File: config.mk
export PLATFORM = sky130hd
export DESIGN_NAME = timer_prog_flat
export DESIGN_NICKNAME = d
export VERILOG_FILES = /design/src/rtl/timer_prog_if.sv /design/src/rtl/timer_prog.sv /design/src/flat_wrapper.sv
export SDC_FILE = /design/constraint.sdc
export NUM_CORES = 1
export LEC_CHECK = 0
export CORE_MARGIN = 8
export CORE_UTILIZATION = 46
export CTS_BUF_LIST = sky130_fd_sc_hd__clkbuf_4 sky130_fd_sc_hd__clkbuf_8
export DETAILED_ROUTE_END_ITERATION = 8
export PLACE_DENSITY = 0.74
export SLEW_MARGIN = 20
export SYNTH_ARGS = -nofsm -noshare
export SYNTH_HDL_FRONTEND = slang
export SYNTH_SLANG_ARGS = --single-unit
File: constraint.sdc
create_clock -name clk -period 2.3 [get_ports clk]
set_clock_uncertainty 0.2 [all_clocks]
set_input_delay 0.46 -clock clk [delete_from_list [all_inputs] [get_ports clk]]
set_output_delay 0.46 -clock clk [all_outputs]
set_load 0.02 [all_outputs]
File: src/rtl/timer_prog_if.sv
// rtl/timer_prog_if.sv - threshold configuration bus for the programmable phase timer
interface timer_prog_if #(
    parameter int CNT_W = 8
);
    logic             cfg_wr;
    logic             cfg_sel;
    logic [CNT_W-1:0] cfg_data;

    modport master (
        output cfg_wr,
        output cfg_sel,
        output cfg_data
    );

    modport slave (
        input cfg_wr,
        input cfg_sel,
        input cfg_data
    );
endinterface

File: src/rtl/timer_prog.sv
// rtl/timer_prog.sv - programmable phase timer with short/long thresholds, pause,
// one-shot/periodic modes and a one-cycle expiry pulse
module timer_prog #(
    parameter int CNT_W     = 8,
    parameter int SHORT_DEF = 3,
    parameter int LONG_DEF  = 7
) (
    input  logic             clk,
    input  logic             reset,
    input  logic             timer_hw_reset,
    input  logic             timer_fw_reset,
    input  logic             enable,
    input  logic             periodic,
    timer_prog_if.slave      cfg,
    output logic [CNT_W-1:0] count,
    output logic             short_timeout,
    output logic             long_timeout,
    output logic             expire_pulse
);
    logic [CNT_W-1:0] short_thr;
    logic [CNT_W-1:0] long_thr;
    logic             armed;
    logic             restart;
    logic             at_long;
    logic             hit;

    assign restart = timer_hw_reset | timer_fw_reset;
    assign at_long = (count >= long_thr);
    assign hit     = !restart && enable && at_long;

    assign long_timeout  = at_long;
    assign short_timeout = (count >= short_thr) | at_long;

    always_ff @(posedge clk or negedge reset) begin
        if (!reset) begin
            count <= '0;
        end else if (restart) begin
            count <= '0;
        end else if (!enable) begin
            count <= count;
        end else if (at_long) begin
            count <= periodic ? '0 : count;
        end else begin
            count <= count + 1'b1;
        end
    end

    always_ff @(posedge clk or negedge reset) begin
        if (!reset) begin
            short_thr <= CNT_W'(SHORT_DEF);
            long_thr  <= CNT_W'(LONG_DEF);
        end else if (cfg.cfg_wr) begin
            if (cfg.cfg_sel) begin
                long_thr <= cfg.cfg_data;
            end else begin
                short_thr <= cfg.cfg_data;
            end
        end
    end

    // armed drops once a one-shot expiry has been reported and comes back on
    // restart or when count falls below long_thr (e.g. after a wrap).
    always_ff @(posedge clk or negedge reset) begin
        if (!reset) begin
            armed        <= 1'b1;
            expire_pulse <= 1'b0;
        end else begin
            armed        <= restart || !at_long || (armed && !hit);
            expire_pulse <= hit && (periodic || armed);
        end
    end
endmodule

File: src/flat_wrapper.sv
// flat-port wrapper written by rule: the top's interface ports become plain ports
module timer_prog_flat 
#(
    parameter int CNT_W     = 8,
    parameter int SHORT_DEF = 3,
    parameter int LONG_DEF  = 7
)
  (clk, reset, timer_hw_reset, timer_fw_reset, enable, periodic, count, short_timeout, long_timeout, expire_pulse, cfg_cfg_wr, cfg_cfg_sel, cfg_cfg_data);
  timer_prog_if #(.CNT_W(CNT_W)) cfg_i ();
  input  logic clk;
  input  logic reset;
  input  logic timer_hw_reset;
  input  logic timer_fw_reset;
  input  logic enable;
  input  logic periodic;
  output logic [CNT_W-1:0] count;
  output logic short_timeout;
  output logic long_timeout;
  output logic expire_pulse;
  input wire logic [$bits(cfg_i.cfg_wr)-1:0] cfg_cfg_wr;
  input wire logic [$bits(cfg_i.cfg_sel)-1:0] cfg_cfg_sel;
  input wire logic [$bits(cfg_i.cfg_data)-1:0] cfg_cfg_data;
  assign cfg_i.cfg_wr = cfg_cfg_wr;
  assign cfg_i.cfg_sel = cfg_cfg_sel;
  assign cfg_i.cfg_data = cfg_cfg_data;
  timer_prog #(.CNT_W(CNT_W), .SHORT_DEF(SHORT_DEF), .LONG_DEF(LONG_DEF)) u_core (.clk(clk), .reset(reset), .timer_hw_reset(timer_hw_reset), .timer_fw_reset(timer_fw_reset), .enable(enable), .periodic(periodic), .cfg(cfg_i), .count(count), .short_timeout(short_timeout), .long_timeout(long_timeout), .expire_pulse(expire_pulse));
endmodule
==> Word level (Yosys, flattened, before mapping) <==
Cells that the tools add are included.
{ "op_classes": {"addsub": 1, "n_lt_le_gt_ge": 2, "eq_ne": 1, "n_mux": 4, "bitwise_logic": 3, "n_reduce_logical": 14} }
{ "ops": {"columns": ["cell", "n"], "rows": [
  ["2-to-1 mux 8 bit", 4],
  [">= comparator 8 bit", 2],
  ["adder 8 x 1 -> 8 bit, second input constant", 1],
  ["AND reduction 2 bit", 3],
  ["logical AND 1 bit", 4],
  ["zero test 1 bit", 3],
  ["logical OR 1 bit", 3],
  ["inequality test 3 x 2 -> 1 bit, second input constant", 1],
  ["bitwise OR 1 bit", 2],
  ["nonzero test 2 bit", 1],
  ["inverter 1 bit", 1]
]} }
{ "word_totals": {"ff_bits": 26, "in_bits": 16, "out_inout_bits": 11, "wordCells": 30} }

==> Logic depth before layout (Yosys ltp) <==
Gate-level depths: netlist of run 1.
{ "depth": {"ltp_word": 7, "mapped_depth": 7, "depth_no_buf": 7} }

==> Least setup slack after synthesis of run 1 <==
No wires, ideal clock.
{ "synth_timing": {"kind": "flip-flop to output port", "start": "reg u_core.count[0]", "end": "out short_timeout", "t_arrival_ps": 1847, "t_required_ps": 1640, "slack_ps": -207, "path_stages_with_launch": 7, "n_path_buf": 0, "path_cell_list": "dfrtp_1 inv_1 ha_1 nand2b_4 a2111oi_4 o31a_4 o211ai_1"} }
{ "synth_between": {"elab_chain_len": 2, "elab_cells_between_ends": 3, "cone_classes": "2 x order compare; 1 x bitwise"} }
{ "synth_lines": {"columns": ["item", "line_no", "source"], "rows": [
  ["start: declaration", "timer_prog.sv:15", "output logic [CNT_W-1:0] count,"],
  ["start signal: assignment", "timer_prog.sv:40", "count <= count;"],
  ["start signal: assignment", "timer_prog.sv:42", "count <= periodic ? '0 : count;"],
  ["start signal: assignment", "timer_prog.sv:44", "count <= count + 1'b1;"],
  [">= comparator 8 bit, on equally long branches", "timer_prog.sv:32, timer_prog.sv:28", null],
  ["bitwise OR 1 bit (*)", "timer_prog.sv:32", "assign short_timeout = (count >= short_thr) | at_long;"],
  ["end: declaration", "flat_wrapper.sv:17", "output logic short_timeout;"]
]} }
Mark *: on every way between the ends. The rest lies on a longest branch, timed or not.

==> Worst setup path in the final report of run 1 <==
{ "layout_timing": {"start": "reg u_core.long_thr[2]", "end": "out short_timeout"} }
{ "layout_between": {"elab_chain_len": 2} }
{ "layout_lines": {"columns": ["item", "line_no", "source"], "rows": [
  ["start: declaration", "timer_prog.sv:21", "logic [CNT_W-1:0] long_thr;"],
  ["start signal: assignment", "timer_prog.sv:51", "long_thr <= CNT_W'(LONG_DEF);"],
  ["start signal: assignment", "timer_prog.sv:54", "long_thr <= cfg.cfg_data;"],
  [">= comparator 8 bit", "timer_prog.sv:28", "assign at_long = (count >= long_thr);"],
  ["bitwise OR 1 bit", "timer_prog.sv:32", null]
]} }
No other way between the ends.

==> results.md, run 1 <==
- Area after DPL: 2047 um2
- Final core utilization: 64.74%
- Pins Over Slew Limit: 0
- Post-synth EDFFs: 0
- Clock slew at the register clock pins of the worst setup and hold paths: 150 ps
- CP max FO: 3
- Most common cell after layout, fill and taps aside: clkdlybuf4s50_1
- DP HPWL: 2760 um
- DRC errors left: 0
- Total GRT Usage: 13.75%
- Fmax: 0.3696 GHz
- Setup violators final: 2
- H-tree depth: 1
- Critical Path RT: 1640 ps
- Synth area leader: dfrtp_1
- Worst r2r src: u_core.long_thr[2]$_DFFE_PN1P_
- CP Launch Type: flip-flop
- Pwr per Cell Area: 472.5 nW/um2
- Routed len/inst: 15.07 um
- Power Total: 1.013 mW
- CP Class: reg2out
- R2R depth: 8
- Peak VDD IR: 0.0002974 V
- CTS Root Cell: clkbuf_4
- Initial Util: 47.62%
- RSZ-0062 raised after global routing: yes
- Post-synthesis sequential area ratio: 41.75%
- Status: finished with violations
- Cell Area, Synth: 1577 um2
- Initial antenna violation count: 0
- Total core area: 3311 um2
- PortBufs: 26
- Post-synth ARST share: 100.0%
- Period utilisation layout: 117.6%
- Critical path arrival: 2050 ps
- Non-filler instance count after layout: 245
- Syn nets: 182
- TritonCTS Buffers: 3
- Register area: 660.6 um2
- Hold_buf cts: 0
- Synth Flop Type: dfrtp_1
- Filler instances: 276
- Final Hold Fails: 0
- Largest net degree at the start of global routing: 27
- Die W: 74.54 um
- Leakage: 1.069 nW
- Slowest cell on crit path: dfstp_2
- Minimum clock period: 2706 ps
- Antenna violation net count after detailed routing: 0
- Worst hold margin: 273.2 ps
- Max-cap viol count: 0
- FF+latch count, synth: 26
- Die area: 5556 um2
- Post-Syn Instances: 149
- Worst slack, placed: -450.0 ps
- Worst r2r dst: u_core.count[6]$_DFFE_PN0P_
- Worst slew margin: 69.03%
- Number of vias per cell: 5.167
- Failing checks: negative setup slack
- DR iter-0 viols: 90
- Boundary Pins: 27
- Layout cells sized above 1: 32.16%
- Multi-input logic area: 908.4 um2
- Most frequent cells in the layout: clkdlybuf4s50_1 (23), buf_4 (22), dfrtp_1 (18)
- Sink Count: 26
- Area share of the largest cell type after synthesis: 31.75%
- First-pass GRT wire length: 6023 um
- Routed via count: 1266
- GPL Wtd Cong: 0.7885
- Cell area after layout: 2143 um2
- Clk Latency, worst-skew pair: 330 ps
- Critical path cell sequence: inv_2 > ha_4 > o21a_1 > nor2_4 > o31a_4 > o211ai_1 > buf_4
- Yosys cell types: 34
- Antenna Diode Count: 0
- Vias in the first global route: 1342
- Area growth syn-to-layout: 35.95%
- Leading post-synthesis cells by cell area: dfrtp_1 (32%), ha_1 (13%), dfstp_2 (10%)
- GR Overflow Total: 0
- Dpl cells: 238
- Die height: 74.54 um
- Crit. End Element: primary output
- Drt pass-1 iters: 4
- CTS Buffer Depth: 2
- Crit path setup slack, layout: -405.5 ps
- Detailed Route WL: 3692 um
- Nets: 233
- Final TNS setup: -726.2 ps
- Slowest Stage Delay on Critical Path: 570 ps
- Slew of the pin with the lowest slew margin: 462.9 ps
- Reg2reg setup slack: 30 ps
- Worst min path class: in2async
- Syn avg cell area: 10.58 um2
- Ys Warns: 0
- Number of core rows: 21
- CTS tree: done
## power breakdown
group	switching (mW)	total (mW)	leakage, nW	internal (mW)
Combinational	0.123	0.260	0.733	0.136
Sequential	0.0201	0.527	0.318	0.507
Clock	0.146	0.226	0.0184	0.0799
Total	0.289	1.01	1.07	0.723
## critical path: cells and delay by family (launching register included)
kind	cells	cell delay (ps)
flip-flops	1	570
adder cells (fa/ha/maj)	1	250
AND/OR/NAND/NOR	1	70
AO/OA/AOI/OAI	3	610
buffers and inverters	2	210
## synthesized netlist by cell type, types with 4 or more instances
| cell type | n |
|---|---|
| a21o_1 | 4 |
| a21o_2 | 4 |
| a21oi_1 | 7 |
| dfrtp_1 | 20 |
| dfstp_2 | 6 |
| ha_1 | 17 |
| inv_1 | 18 |
| mux2_2 | 9 |
| nand2_1 | 16 |
| nor2_1 | 4 |
| nor3_1 | 4 |
| o21ai_0 | 10 |
## layer usage
metal  share of wire, %  wire length [um]  global-route usage (%)  vias to the layer above
met5                  0                 0                       0                        -
met4                1.3                47                   4.783                        0
met3                3.9               145                   3.235                        7
met2                 48              1787                   23.43                       30
met1                 46              1711                   16.39                      599
li1                   -                 -                       -                      630
## logic make-up after synthesis
kind of cell    Yosys count  share of synthesized area (%)
buf+inv                  20                          5.396
compound gates           37                          19.68
simple gates             40                          13.25
mux                       9                          6.429
fa+ha+maj                17                          13.49
flops                    26                          41.75
## sequential cells by signal (all words and copies together), names as in the netlist
register,count
u_core.short_thr,8
u_core.expire_pulse,1
u_core.long_thr,8
u_core.armed,1
u_core.count,8
## how the worst max path moves through the flow
stage                              startpoint       endpoint
5_1_grt        u_core.long_thr[2]$_DFFE_PN1P_  short_timeout
4_1_cts        u_core.long_thr[0]$_DFFE_PN1P_  short_timeout
6_report       u_core.long_thr[2]$_DFFE_PN1P_  short_timeout
2_1_floorplan     u_core.count[0]$_DFFE_PN0P_  short_timeout
3_5_place_dp   u_core.long_thr[2]$_DFFE_PN1P_  short_timeout
3_3_place_gp   u_core.long_thr[2]$_DFFE_PN1P_  short_timeout
## layout make-up
type	instances	area share, %
clock buffers	4	1.401
inverters	18	3.152
multi-input cells	104	42.38
flip-flops and latches	26	30.82
well taps	46	2.685
repair buffers	47	19.56
## what timing repair did
item / CTS / global route
pin swaps: 8 / 6
gates cloned: 1 / 0
setup endpoints to repair: 5 / 12
buffers inserted: 1 / 1
resized for setup: 13 / 5
Power figures use the tool's default switching activity.
==> run 2: changes to the inputs <==
--- a/config.mk
+++ b/config.mk
@@ -5,11 +5,12 @@
 export SDC_FILE = /design/constraint.sdc
 export NUM_CORES = 1
 export LEC_CHECK = 0
+export CAP_MARGIN = 10
 export CORE_MARGIN = 8
 export CORE_UTILIZATION = 46
 export CTS_BUF_LIST = sky130_fd_sc_hd__clkbuf_4 sky130_fd_sc_hd__clkbuf_8
 export DETAILED_ROUTE_END_ITERATION = 8
-export PLACE_DENSITY = 0.74
+export DONT_BUFFER_PORTS = 1
 export SLEW_MARGIN = 20
 export SYNTH_ARGS = -nofsm -noshare
 export SYNTH_HDL_FRONTEND = slang
==> run 2 against run 1 <==
  * The flow still finishes with violations (negative setup slack)
  * Worst setup slack gained 83 ps
  * Register-to-register slack lost 280 ps
  * Sequential power is essentially flat
  * Combinational power shrank 20%
  * Cell area shrank 11%
  * Sequential share of layout area grew 3.8 points
  * Fmax grew 3.2%
  * Wire length shrank 9.0%
  * Largest power group unchanged
==> results.md, run 2 (synthesized netlist as in run 1, its figures left out) <==
- Routed len/inst: 15.47 um (+2.7%)
- Total core area: 3311 um2 (unchanged)
- Worst r2r dst: u_core.count[6]$_DFFE_PN0P_
- Worst r2r src: u_core.long_thr[2]$_DFFE_PN1P_
- CTS Root Cell: clkbuf_4
- Slowest Stage Delay on Critical Path: 580 ps (about the same)
- Hold path startpoint: cfg_cfg_data[1]
- GR Overflow Total: 0 (unchanged)
- CTS Buffer Depth: 2 (unchanged)
- Largest net degree at the start of global routing: 27 (unchanged)
- Failing checks: negative setup slack
- Slew of the pin with the lowest slew margin: 506.3 ps (+43.39 ps)
- Worst hold margin: 36.58 ps (-236.6 ps)
- DP HPWL: 2638 um (-4.4%)
- Setup violators final: 11 (+9)
- Final TNS setup: -2381 ps (-1655 ps)
- Crit. End Element: primary output
- GPL Wtd Cong: 0.8016 (+1.7%)
- Reg2reg setup slack: -250 ps (-280 ps)
- Final Hold Fails: 0 (unchanged)
- RSZ-0062 raised after global routing: yes
- Detailed Route WL: 3358 um (-9.0%)
- Die height: 74.54 um (unchanged)
- PortBufs: 0 (-100%)
- Fmax: 0.3813 GHz (+3.2%)
- Slowest cell on crit path: dfstp_2
- Status: finished with violations
- Filler instances: 326 (+18%)
- Minimum clock period: 2623 ps (-82.70 ps)
- Area after DPL: 1747 um2 (-15%)
- Period utilisation layout: 114.0% (-3.6 points)
- Worst slew margin: 66.10% (-2.9 points)
- Crit path setup slack, layout: -322.8 ps (+82.70 ps)
- Initial Util: 47.62% (unchanged)
- CP Launch Type: flip-flop
- Critical path arrival: 1960 ps (-90 ps)
- CTS tree: done
- Layout cells sized above 1: 33.92% (+1.8 points)
- WP buf/inv: 0 (-2)
- Crit path to: short_timeout
- Leakage: 0.9579 nW (-10%)
- Most frequent cells in the layout: dfrtp_1 (18), inv_1 (16), nand2_1 (16)
- Worst min path class: in2reg
- Antenna violation net count after detailed routing: 0 (unchanged)
- Cell family with most CP delay: compound AO/OA/AOI/OAI gates
- Worst setup startpoint: u_core.long_thr[0]$_DFFE_PN1P_
- Die area: 5556 um2 (unchanged)
- Critical Path RT: 1640 ps (about the same)
- Worst slack, placed: -35.02 ps (+414.9 ps)
- Drt pass-1 iters: 4 (unchanged)
- Most common cell after layout, fill and taps aside: dfrtp_1
- Vias in the first global route: 1206 (-10%)
- H-tree depth: 1 (unchanged)
- Antenna Diode Count: 0 (unchanged)
- TritonCTS Buffers: 3 (unchanged)
- Critical path cell sequence: ha_4 > nand2b_4 > a2111oi_4 > o31a_4 > o211ai_1
- R2R depth: 11 (+3)
- Pins Over Slew Limit: 0 (unchanged)
- Max-cap viol count: 0 (unchanged)
- Die W: 74.54 um (unchanged)
- Nets: 205 (-12%)
- Regs by FF count: u_core.count: 8 flops, u_core.long_thr: 8 flops, u_core.short_thr: 8 flops
- Peak VDD IR: 0.0002613 V (-12%)
- Initial antenna violation count: 0 (unchanged)
- Pwr per Cell Area: 547.3 nW/um2 (+16%)
- WP depth: 5 (-2)
- Cell area after layout: 1907 um2 (-11%)
- Final core utilization: 57.60% (-7.1 points)
- Routed via count: 1129 (-11%)
- Total GRT Usage: 13.93% (+0.17 points)
- Sink Count: 26 (unchanged)
- Clock slew at the register clock pins of the worst setup and hold paths: 140 ps (about the same)
- Boundary Pins: 27 (unchanged)
- Number of vias per cell: 5.203 (+0.69%)
- First-pass GRT wire length: 5899 um (-2.1%)
- CP Class: reg2out
- Clk Latency, worst-skew pair: 320 ps (about the same)
- Number of core rows: 21 (unchanged)
- CP max FO: 3 (unchanged)
- DR iter-0 viols: 54 (-40%)
- Area growth syn-to-layout: 20.95%
- DRC errors left: 0 (unchanged)
run 2: layout make-up:
cell class,instances,area [um2],share of cell area (%)
flip-flops and latches,26,660.6,34.65
inverters,18,67.56,3.543
multi-input cells,103,889.6,46.65
repair buffers,20,178.9,9.383
well taps,46,57.56,3.018
clock inverters,1,30.03,1.575
clock buffers,3,22.52,1.181
run 2: how the worst min path moves through the flow:
stage / slack (ps) / cells past startpoint / end
floorplan: -40 / 0 / u_core.count[0]$_DFFE_PN0P_
global placement: -30 / 0 / u_core.expire_pulse$_DFF_PN0_
detailed placement: -30 / 0 / u_core.expire_pulse$_DFF_PN0_
CTS: 10 / 2 / u_core.short_thr[1]$_DFFE_PN1P_
global route: 10 / 2 / u_core.short_thr[2]$_DFFE_PN0P_
finish: 40 / 2 / u_core.short_thr[1]$_DFFE_PN1P_
run 2: what timing repair did:
action	CTS	global route
hold buffers	3	0
gates resized for setup	9	1
setup buffers	5	1
pin swaps	9	5
endpoints found under the hold margin	27	0
endpoints found under the setup margin	5	12
run 2: metrics by stage:
stage                     power [mW]  std cells
after floorplan               0.6751        149
after global placement        0.7038        205
after detailed placement      0.7147        205
after CTS                      1.061        216
after global routing           1.113        217
final                          1.044        217
run 2: per-layer routing:
metal | track usage [%] | wire, um | vias up
met5 | 0 | 0 | -
met4 | 4.783 | 40 | 0
met3 | 3.504 | 170 | 4
met2 | 24.49 | 1713 | 14
met1 | 15.87 | 1433 | 541
li1 | - | - | 570
run 2: where the power goes:
part | switching (mW) | internal [mW]
clock | 0.136 | 0.176
sequential | 0.0177 | 0.507
combinational | 0.103 | 0.104
